`config.mk`:
```
export PLATFORM = sky130hd
export DESIGN_NAME = uart_dbg_master_flat
export DESIGN_NICKNAME = d
export VERILOG_FILES = /design/src/rtl/uart_dbg_pkg.sv /design/src/rtl/uart_dbg_master_if.sv /design/src/rtl/uart_dbg_resp_ser.sv /design/src/rtl/uart_dbg_master.sv /design/src/flat_wrapper.sv
export SDC_FILE = /design/constraint.sdc
export NUM_CORES = 1
export LEC_CHECK = 0
export BUFFER_PORTS_ARGS = -buffer_cell sky130_fd_sc_hd__buf_2
export CORE_ASPECT_RATIO = 0.75
export CORE_MARGIN = 1.5
export CORE_UTILIZATION = 35
export DETAILED_ROUTE_END_ITERATION = 10
export GPL_ROUTABILITY_DRIVEN = 0
export PLACE_DENSITY = 0.55
export REMOVE_ABC_BUFFERS = 1
export SLEW_MARGIN = 25
export SYNTH_ARGS = -nofsm -noshare
export SYNTH_HDL_FRONTEND = slang
export SYNTH_HIERARCHICAL = 1
export SYNTH_SLANG_ARGS = --single-unit
```
`constraint.sdc`:
```
create_clock -name clk -period 5.2 [get_ports clk]
set_input_delay 0.52 -clock clk [delete_from_list [all_inputs] [get_ports clk]]
set_output_delay 0.52 -clock clk [all_outputs]
set_load 0.05 [all_outputs]
```
`src/rtl/uart_dbg_pkg.sv`:
```
// Shared state type and constants for the UART debug bus master.
// Define UART_DBG_CHECKSUM_EN to add the trailing XOR checksum state.
package uart_dbg_pkg;

   localparam logic [3:0] OP_WRITE    = 4'hA;
   localparam logic [3:0] OP_READ     = 4'h5;
   localparam logic [7:0] ACK_DEFAULT = 8'h06;
   localparam logic [7:0] NAK_DEFAULT = 8'h15;

   typedef enum logic [2:0] {
      StIdle,
      StAddr,
      StData,
`ifdef UART_DBG_CHECKSUM_EN
      StCsum,
`endif
      StReq,
      StWait,
      StResp
   } state_e;

endpackage

```
`src/rtl/uart_dbg_master_if.sv`:
```
// UART byte stream and memory bus signals seen by the debug master.
interface uart_dbg_master_if;

   logic [7:0]  rx_data;
   logic        new_rx_data;
   logic [7:0]  tx_data;
   logic        new_tx_data;
   logic        tx_busy;
   logic [31:0] mem_addr;
   logic [3:0]  mem_rmask;
   logic [3:0]  mem_wmask;
   logic [31:0] mem_wdata;
   logic [31:0] mem_rdata;
   logic        mem_resp;

   modport master (
      input  rx_data, new_rx_data, tx_busy, mem_rdata, mem_resp,
      output tx_data, new_tx_data, mem_addr, mem_rmask, mem_wmask, mem_wdata
   );

   modport slave (
      output rx_data, new_rx_data, tx_busy, mem_rdata, mem_resp,
      input  tx_data, new_tx_data, mem_addr, mem_rmask, mem_wmask, mem_wdata
   );

endinterface

```
`src/rtl/uart_dbg_resp_ser.sv`:
```
// Response serializer: up to five queued bytes, head byte sent first, one
// strobe per byte, paced by tx_busy and never on two consecutive cycles.
module uart_dbg_resp_ser (
   input  logic            clk,
   input  logic            rst_n,
   input  logic            load,
   input  logic [4:0][7:0] load_bytes,
   input  logic [2:0]      load_cnt,
   input  logic            tx_busy,
   output logic [7:0]      tx_data,
   output logic            new_tx_data,
   output logic            done
);

   logic [4:0][7:0] q_q, q_d;
   logic [2:0]      cnt_q, cnt_d;
   logic            sent_q;
   logic            send;

   // tx_busy rises a cycle after a strobe, so the previous-pulse guard covers that gap.
   always_comb begin
      send  = (cnt_q != 3'd0) && !tx_busy && !sent_q;
      q_d   = q_q;
      cnt_d = cnt_q;
      if (load) begin
         q_d   = load_bytes;
         cnt_d = load_cnt;
      end else if (send) begin
         q_d   = {8'h00, q_q[4:1]};
         cnt_d = cnt_q - 3'd1;
      end
   end

   always_ff @(posedge clk or negedge rst_n) begin
      if (!rst_n) begin
         q_q    <= '0;
         cnt_q  <= '0;
         sent_q <= 1'b0;
      end else begin
         q_q    <= q_d;
         cnt_q  <= cnt_d;
         sent_q <= send;
      end
   end

   assign tx_data     = q_q[0];
   assign new_tx_data = send;
   assign done        = (cnt_q == 3'd0);

endmodule

```
`src/rtl/uart_dbg_master.sv`:
```
// UART-driven memory bus initiator: host frames become single bus transactions,
// answered with ACK (+ read data) or NAK. UART_DBG_CHECKSUM_EN adds a checksum byte.
module uart_dbg_master
   import uart_dbg_pkg::*;
#(
   parameter int unsigned TIMEOUT_CYCLES = 1024,
   parameter logic [7:0]  ACK_BYTE       = ACK_DEFAULT,
   parameter logic [7:0]  NAK_BYTE       = NAK_DEFAULT
) (
   input  logic                     clk,
   input  logic                     rst_n,
   uart_dbg_master_if.master        bus,
   output logic                     busy
);

   localparam int unsigned TmoW = $clog2(TIMEOUT_CYCLES);

   state_e          state_q, state_d, end_state;
   logic [7:0]      cmd_q, cmd_d;
   logic [1:0]      idx_q, idx_d;
   logic [31:0]     addr_q, addr_d;
   logic [31:0]     wdata_q, wdata_d;
   logic [TmoW-1:0] tmo_q, tmo_d;
   logic            is_write, load_nak;
   logic            ld, ser_done;
   logic [4:0][7:0] ld_bytes;
   logic [2:0]      ld_cnt;
`ifdef UART_DBG_CHECKSUM_EN
   logic [7:0]      csum_q, csum_d;
`endif

   assign is_write = (cmd_q[7:4] == OP_WRITE);

   always_comb begin
`ifdef UART_DBG_CHECKSUM_EN
      end_state = StCsum;
`else
      end_state = (cmd_q[3:0] == 4'h0) ? StResp : StReq;
`endif
   end

   always_comb begin
      state_d  = state_q;
      cmd_d    = cmd_q;
      idx_d    = idx_q;
      addr_d   = addr_q;
      wdata_d  = wdata_q;
      tmo_d    = tmo_q;
      load_nak = 1'b0;
      ld       = 1'b0;
      ld_bytes = '0;
      ld_cnt   = 3'd0;
`ifdef UART_DBG_CHECKSUM_EN
      csum_d   = csum_q;
`endif
      unique case (state_q)
         StIdle: begin
            if (bus.new_rx_data) begin
               cmd_d = bus.rx_data;
               idx_d = 2'd0;
`ifdef UART_DBG_CHECKSUM_EN
               csum_d = bus.rx_data;
`endif
               if (bus.rx_data[7:4] == OP_WRITE || bus.rx_data[7:4] == OP_READ) begin
                  state_d = StAddr;
               end else begin
                  load_nak = 1'b1;
                  state_d  = StResp;
               end
            end
         end
         StAddr, StData: begin
            if (bus.new_rx_data) begin
               if (state_q == StAddr) addr_d[{idx_q, 3'b000} +: 8] = bus.rx_data;
               else                   wdata_d[{idx_q, 3'b000} +: 8] = bus.rx_data;
               idx_d = idx_q + 2'd1;
`ifdef UART_DBG_CHECKSUM_EN
               csum_d = csum_q ^ bus.rx_data;
`endif
               if (idx_q == 2'd3) begin
                  if (state_q == StAddr && is_write) begin
                     state_d = StData;
                  end else begin
                     state_d  = end_state;
                     load_nak = (end_state == StResp);
                  end
               end
            end
         end
`ifdef UART_DBG_CHECKSUM_EN
         StCsum: begin
            if (bus.new_rx_data) begin
               if (bus.rx_data == csum_q && cmd_q[3:0] != 4'h0) begin
                  state_d = StReq;
               end else begin
                  load_nak = 1'b1;
                  state_d  = StResp;
               end
            end
         end
`endif
         StReq: begin
            state_d = StWait;
            tmo_d   = '0;
         end
         StWait: begin
            // A response arriving on the final timeout cycle still counts.
            if (bus.mem_resp) begin
               ld       = 1'b1;
               ld_bytes = {bus.mem_rdata, ACK_BYTE};
               ld_cnt   = is_write ? 3'd1 : 3'd5;
               state_d  = StResp;
            end else if (tmo_q == TmoW'(TIMEOUT_CYCLES - 1)) begin
               load_nak = 1'b1;
               state_d  = StResp;
            end else begin
               tmo_d = tmo_q + TmoW'(1);
            end
         end
         StResp: begin
            if (ser_done) state_d = StIdle;
         end
         default: state_d = StIdle;
      endcase
      if (load_nak) begin
         ld          = 1'b1;
         ld_bytes[0] = NAK_BYTE;
         ld_cnt      = 3'd1;
      end
   end

   always_ff @(posedge clk or negedge rst_n) begin
      if (!rst_n) begin
         state_q <= StIdle;
         cmd_q   <= '0;
         idx_q   <= '0;
         addr_q  <= '0;
         wdata_q <= '0;
         tmo_q   <= '0;
`ifdef UART_DBG_CHECKSUM_EN
         csum_q  <= '0;
`endif
      end else begin
         state_q <= state_d;
         cmd_q   <= cmd_d;
         idx_q   <= idx_d;
         addr_q  <= addr_d;
         wdata_q <= wdata_d;
         tmo_q   <= tmo_d;
`ifdef UART_DBG_CHECKSUM_EN
         csum_q  <= csum_d;
`endif
      end
   end

   uart_dbg_resp_ser u_ser (
      .clk         (clk),
      .rst_n       (rst_n),
      .load        (ld),
      .load_bytes  (ld_bytes),
      .load_cnt    (ld_cnt),
      .tx_busy     (bus.tx_busy),
      .tx_data     (bus.tx_data),
      .new_tx_data (bus.new_tx_data),
      .done        (ser_done)
   );

   assign bus.mem_addr  = addr_q;
   assign bus.mem_wdata = wdata_q;
   assign bus.mem_rmask = (state_q == StReq && !is_write) ? cmd_q[3:0] : 4'h0;
   assign bus.mem_wmask = (state_q == StReq &&  is_write) ? cmd_q[3:0] : 4'h0;
   assign busy          = (state_q != StIdle);

endmodule

```
`src/flat_wrapper.sv`:
```
// flat-port wrapper written by rule: the top's interface ports become plain ports
module uart_dbg_master_flat import uart_dbg_pkg::*;
#(
   parameter int unsigned TIMEOUT_CYCLES = 1024,
   parameter logic [7:0]  ACK_BYTE       = ACK_DEFAULT,
   parameter logic [7:0]  NAK_BYTE       = NAK_DEFAULT
)
  (clk, rst_n, busy, bus_rx_data, bus_new_rx_data, bus_tx_busy, bus_mem_rdata, bus_mem_resp, bus_tx_data, bus_new_tx_data, bus_mem_addr, bus_mem_rmask, bus_mem_wmask, bus_mem_wdata);
  uart_dbg_master_if bus_i ();
  input  logic clk;
  input  logic rst_n;
  output logic busy;
  input wire logic [$bits(bus_i.rx_data)-1:0] bus_rx_data;
  input wire logic [$bits(bus_i.new_rx_data)-1:0] bus_new_rx_data;
  input wire logic [$bits(bus_i.tx_busy)-1:0] bus_tx_busy;
  input wire logic [$bits(bus_i.mem_rdata)-1:0] bus_mem_rdata;
  input wire logic [$bits(bus_i.mem_resp)-1:0] bus_mem_resp;
  output wire logic [$bits(bus_i.tx_data)-1:0] bus_tx_data;
  output wire logic [$bits(bus_i.new_tx_data)-1:0] bus_new_tx_data;
  output wire logic [$bits(bus_i.mem_addr)-1:0] bus_mem_addr;
  output wire logic [$bits(bus_i.mem_rmask)-1:0] bus_mem_rmask;
  output wire logic [$bits(bus_i.mem_wmask)-1:0] bus_mem_wmask;
  output wire logic [$bits(bus_i.mem_wdata)-1:0] bus_mem_wdata;
  assign bus_i.rx_data = bus_rx_data;
  assign bus_i.new_rx_data = bus_new_rx_data;
  assign bus_i.tx_busy = bus_tx_busy;
  assign bus_i.mem_rdata = bus_mem_rdata;
  assign bus_i.mem_resp = bus_mem_resp;
  assign bus_tx_data = bus_i.tx_data;
  assign bus_new_tx_data = bus_i.new_tx_data;
  assign bus_mem_addr = bus_i.mem_addr;
  assign bus_mem_rmask = bus_i.mem_rmask;
  assign bus_mem_wmask = bus_i.mem_wmask;
  assign bus_mem_wdata = bus_i.mem_wdata;
  uart_dbg_master #(.TIMEOUT_CYCLES(TIMEOUT_CYCLES), .ACK_BYTE(ACK_BYTE), .NAK_BYTE(NAK_BYTE)) u_core (.clk(clk), .rst_n(rst_n), .bus(bus_i), .busy(busy));
endmodule
```
Yosys cells after proc, flatten, opt, wreduce, memory -nomap -nowiden

Cells that the tools add are included.

Register bits after elaboration: 131
Word-level logic and storage cells: 104
Output and inout port bits: 82

Reduce and logical (&&, ||, !) cells: 24
Equality and inequality tests: 18
Multiplexer cells: 42
Shift-type cells: 2
$add $sub $neg: 4
Bitwise logic cells: 1

Operator list:

| operator                                                                | number |
|---|---|
| 40-bit 2-to-1 mux                                                       | 4 |
| 32-bit bitwise mux                                                      | 2 |
| 3-bit 2-to-1 mux                                                        | 15 |
| 8-bit by 7-bit variable shift with 32-bit output (first input constant) | 1 |
| 8-bit by 7-bit indexed part select with 32-bit output                   | 1 |
| 10-bit 2-to-1 mux                                                       | 2 |
| 10-bit one-hot mux with 2 select lines                                  | 1 |
| 3-bit one-hot mux with 5 select lines                                   | 1 |
| 3-bit AND reduction                                                     | 4 |
| 10-bit by 1-bit adder with 10-bit output (second input constant)        | 1 |
| 10-bit equality test (second input constant)                            | 1 |
| 1-bit 2-to-1 mux                                                        | 10 |
| 3-bit equality test (second input constant)                             | 3 |
| 4-bit equality test (second input constant)                             | 2 |
| 4-bit 2-to-1 mux                                                        | 2 |
| 8-bit 2-to-1 mux                                                        | 1 |
| 2-bit inequality test (second input constant)                           | 4 |
| 5-bit negator with 7-bit output                                         | 1 |
| 3-bit by 2-bit equality test with 1-bit output (second input constant)  | 2 |
| 3-bit logical NOT                                                       | 2 |
| 2-bit nonzero test                                                      | 3 |
| 3-bit nonzero test                                                      | 2 |
| 1-bit logical AND                                                       | 5 |
| 5-bit AND reduction                                                     | 1 |
| 16 further kinds                                                        | 20 |

Logic depth before layout (Yosys ltp)

Depth after elaboration: 9
Depth in mapped cells: 10

Modules after synthesis

Netlist, hierarchy kept.

Modules (own cells, without submodules):

| module            | area an instance (um2) | cells each | instances |
|---|---|---|---|
| uart_dbg_master   | 4,379.2                | 375        | 1 |
| uart_dbg_resp_ser | 2,218.4                | 236        | 1 |

Worst setup path before layout

Ideal clock, no wire load.

Path type: register to register
From: register u_core.state_q[0]
To: register u_core/u_ser/q_q[38] (netlist bit)
Arrival time: 2,356 ps
Library setup time: 136 ps
Data required time: 5,064 ps
Clock period less this slack: 2,492 ps
Slack: 2,708 ps
Cell stages (with the launch flop): 10
Path buffers: 4
Cells stage by stage: dfrtp_1 buf_6 clkbuf_1 or2_2 nor3_1 nor2_1 o31ai_1 clkbuf_1 clkbuf_1 o21ai_0

Word-level cells in the longest chain between the ends: 8
Elaborated cells between the ends (all ways): 15
Classes of those cells: eq/ne: 3; mux: 8; reduce/logical: 4

Ends and longest elaborated chain:

| what                                                    | line                                         | text |
|---|---|---|
| start, declared                                         | uart_dbg_master.sv:18                        | `state_e state_q, state_d, end_state;` |
| start signal, assigned                                  | uart_dbg_master.sv:134                       | `state_q <= StIdle;` |
| start signal, assigned                                  | uart_dbg_master.sv:144                       | `state_q <= state_d;` |
| 3-bit by 1-bit equality test with 1-bit output          | uart_dbg_master.sv:56, uart_dbg_master.sv:81 |  |
| 1-bit logical AND                                       | uart_dbg_master.sv:81                        | `if (state_q == StAddr && is_write) begin` |
| 1-bit 2-to-1 mux                                        | uart_dbg_master.sv:81                        |  |
| 1-bit 2-to-1 mux                                        | uart_dbg_master.sv:80                        | `if (idx_q == 2'd3) begin` |
| 1-bit 2-to-1 mux                                        | uart_dbg_master.sv:73                        | `if (bus.new_rx_data) begin` |
| 1-bit one-hot mux with 3 select lines                   | uart_dbg_master.sv:56                        | `unique case (state_q)` |
| 1-bit 2-to-1 mux (*)                                    | uart_dbg_master.sv:125                       | `if (load_nak) begin` |
| via u_core.ld                                           | uart_dbg_master.sv:25                        | `logic ld, ser_done;` |
| 40-bit 2-to-1 mux or 2-bit nonzero test (tied branches) | n/a                                          |  |
| end signal, assigned                                    | uart_dbg_resp_ser.sv:40                      | `q_q <= q_d;` |
| end, declared                                           | uart_dbg_resp_ser.sv:15                      | `logic [4:0][7:0] q_q, q_d;` |

Mark *: on every way through the listed nets, which the timed path passes. The rest lies on a longest branch.
A chain may end at the register's enable or synchronous reset.

Worst setup path in the final report

From: register u_core.u_ser.cnt_q[0]
To: output bus_new_tx_data

Word-level cells in the longest chain between the ends: 3

Ends and longest elaborated chain:

| what                           | line                    | text |
|---|---|---|
| start, declared                | uart_dbg_resp_ser.sv:16 | `logic [2:0] cnt_q, cnt_d;` |
| start signal, assigned         | uart_dbg_resp_ser.sv:41 | `cnt_q <= cnt_d;` |
| 3-bit nonzero test             | uart_dbg_resp_ser.sv:22 | `send = (cnt_q != 3'd0) && !tx_busy && !sent_q;` |
| 1-bit logical AND (2 in a row) | uart_dbg_resp_ser.sv:22 |  |
| end, declared                  | flat_wrapper.sv:19      | `output wire logic [$bits(bus_i.new_tx_data)-1:0] bus_new_tx_data;` |

No other way between the ends.

==> impl_metrics.env <==
export IMPL_status="completed"
export IMPL_cp_cell_sequence="inv_1 > ha_1 > ha_1 > or3_1 > buf_4 > clkinv_4 > buf_2"
export IMPL_rsz0062_at_grt="no"
export IMPL_hp_class="in -> async"
export IMPL_cts_setup_buffers=0
export IMPL_grt_overflow=0
export IMPL_synth_ff_type="dfrtp_1"
export IMPL_path_buf_inv=4
export IMPL_max_freq_mhz=325
export IMPL_ys_warn_count=6
export IMPL_num_rows=43
export IMPL_cpMaxStageDelayCell="or3_1"
export IMPL_ys_types=56
export IMPL_finalHoldViolCount=0
export IMPL_wl_per_cell_um=16.3
export IMPL_mappedNetlistArea_mm2=0.00660
export IMPL_cap_violations=0
export IMPL_worstRegToRegCells=7
export IMPL_r2r_end="u_core/u_ser/q_q[19]"
export IMPL_routed_wirelength_um=16000
export IMPL_cpMostUsedCell="ha_1"
export IMPL_crit_arrival_ns=2.55
export IMPL_vdd_drop_max_uv=206
export IMPL_antenna_cells=0
export IMPL_route_detailed_drc=0
export IMPL_path_clk_slew_ns=0.06
export IMPL_hold_ws_ns=0.219
export IMPL_cts_root_buf="clkbuf_16"
export IMPL_finalCritPeriodShare_pct=59.1
export IMPL_slew_violations=0
export IMPL_synth_async_sr_flop_share_pct=100
export IMPL_power_density_mw_per_mm2=626
export IMPL_synth_most_common_cell="dfrtp_1"
export IMPL_cts_buffer_depth=2
export IMPL_h_tree_depth=4
export IMPL_grt_pass1_vias=4940
export IMPL_first_iter_violations=324
export IMPL_worstSetupPathType="reg -> out"
export IMPL_vias=4914
export IMPL_fp_dieH_um=122
export IMPL_cts_buffers=17
export IMPL_antenna_found_initial=1
export IMPL_synth_edf_count=0
export IMPL_worst_r2r_startpoint="u_core/state_q[0]"
export IMPL_io_buffers=126
export IMPL_ys_ff_latch=131
export IMPL_p_leak_uw=0.00406
export IMPL_grtUsageTotal_pct=17.2
export IMPL_total_power_uw=4980
export IMPL_cp_slowest_stage_delay_ns=0.38
export IMPL_dr_pass1_iters=4
export IMPL_nNetsFinal=778
export IMPL_synth_top_cell_by_area="dfrtp_1"
export IMPL_reg2reg_slack_ns=2.14
export IMPL_cp_required_ns=4.68
export IMPL_cpLargestDelayFamily="buffers and inverters"
export IMPL_grt_first_pass_wirelength_um=26400
export IMPL_cp_max_fo=43
export IMPL_synth_area_top_cells="dfrtp_1 50%, mux2_2 12%, and3_1 3.9%, a21oi_2 3.8%, a21oi_1 3.6%"
export IMPL_yosysSeqAreaShare_pct=49.7
export IMPL_relSlewSlack_pct=36.2
export IMPL_clock_skew_ns=0.0137
export IMPL_core_area_mm2=0.0185
export IMPL_cts_tree="done"
export IMPL_syn_avg_cell_area_um2=10.8
export IMPL_drtAntennaViolNets=0
export IMPL_worstSetupStartpointType="flop"
export IMPL_viasPerCell=4.99
export IMPL_post_cts_resized=0
export IMPL_netlist_top_cells_count="131 x dfrtp_1, 73 x mux2_2, 61 x nand2_1"
export IMPL_fin_ws_ns=2.13
export IMPL_synth_top_area_share_pct=49.7
export IMPL_pin_count=127
export IMPL_clock_latency_ns=0.42
export IMPL_setup_viol=0
export IMPL_fillCellCount=1758
export IMPL_synthCells=611
export IMPL_cts_sinks=131
export IMPL_hold_buffers=0
export IMPL_worst_setup_path_end_kind="output pin"
export IMPL_fin_crit_ns=3.07
export IMPL_dp_hpwl_um=11100
export IMPL_drive_gt1_share_pct=38.0
export IMPL_grt_max_degree=68
export IMPL_tightest_slew_ns=0.956
export IMPL_start_util_pct=35.8
export IMPL_dieArea_mm2=0.0197
export IMPL_place_ws_ns=2.11
export IMPL_die_w_um=162
export IMPL_synthToLayoutAreaGrowth_pct=20.6
==> where the power goes <==
| group | internal (uW) | total [uW] | switching (uW) |
|---|---|---|---|
| logic | 730 | 2200 | 1470 |
| registers | 1370 | 1620 | 245 |
| clock network | 708 | 1170 | 459 |
==> kinds of logic (layout without fill, tap and decap cells) <==
logic type | count (synthesis) | after routing | share of synthesized area [%]
multiplexers | 75 | 75 | 12.8
XOR/XNOR | 1 | 1 | 0.133
buffers and inverters | 51 | 173 | 4.19
flip-flops | 131 | 131 | 49.7
other | 1 | 5 | 0.0568
adder cells (fa/ha/maj) | 8 | 8 | 1.52
AO/OA/AOI/OAI | 117 | 117 | 11.7
AND/OR/NAND/NOR | 227 | 227 | 19.9
==> routing by layer <==
metal | track usage, % | wire (um) | vias up
li1 | - | - | 2368
met4 | 4.17 | 88 | 0
met2 | 27.2 | 7700 | 69
met1 | 23.9 | 7730 | 2469
met5 | 0 | 0 | -
met3 | 4.02 | 519 | 8
==> cell usage in the layout (no fill, tap or decap), types with 5 or more instances in the layout <==
master     Yosys  layout
dfrtp_1      131     131
and2_1        34      34
buf_4          9       5
clkbuf_16      0      17
a21oi_1       47      47
nor3_1         5       5
nor2b_1       32      32
a21oi_2       29      29
nand2_1       61      61
conb_1         1       5
ha_1           8       8
mux2_2        73      73
o21ai_0       17      17
clkinv_4       1       5
and3_1        41      41
inv_1         11      11
o31ai_1        7       6
buf_2          6     125
nor2_1         9       9
==> area by class of cell <==
cell class	count	area, um2	share of cell area (%)
flip-flops and latches	131	3280	41.2
multi-input cells	433	3080	38.7
repair buffers	130	663	8.33
clock buffers	17	425	5.35
well taps	247	309	3.88
clock inverters	14	153	1.92
inverters	12	50.0	0.629
==> state kept, by name, indices dropped and copies added, names as in the netlist <==
signal / count
u_core/bus.mem_addr: 32
u_core/bus.mem_wdata: 32
u_core/cmd_q: 8
u_core/idx_q: 2
u_core/state_q: 3
u_core/tmo_q: 10
u_core/u_ser/cnt_q: 3
u_core/u_ser/q_q: 32
u_core/u_ser/sent_q: 1
u_core/u_ser/tx_data: 8
==> through the flow <==
stage | setup TNS [ns] | area (um2) | utilization [%] | std cells
2_1_floorplan | -20.75 | 6390 | - | 576
3_3_place_gp | 0 | 7380 | 40.0 | 953
3_5_place_dp | 0 | 7380 | 40.0 | 953
4_1_cts | 0 | 7960 | 43.1 | 984
5_1_grt | 0 | 7960 | 43.1 | 984
6_report | 0 | 7960 | 43.1 | 984
==> how the worst max path moves through the flow <==
stage               cells past startpoint                 endpoint                  start
global route                            7     u_core/u_ser/q_q[23]        u_core/cmd_q[0]
detailed placement                      7     u_core/u_ser/q_q[19]        u_core/cmd_q[0]
finish                                  7          bus_new_tx_data  u_core/u_ser/cnt_q[0]
floorplan                               6    u_core/u_ser/cnt_q[1]      u_core/state_q[0]
global placement                        7  u_core/u_ser/tx_data[1]      u_core/state_q[0]
CTS                                     7          bus_new_tx_data  u_core/u_ser/cnt_q[0]
No activity file was read; power rests on OpenSTA's default activity.
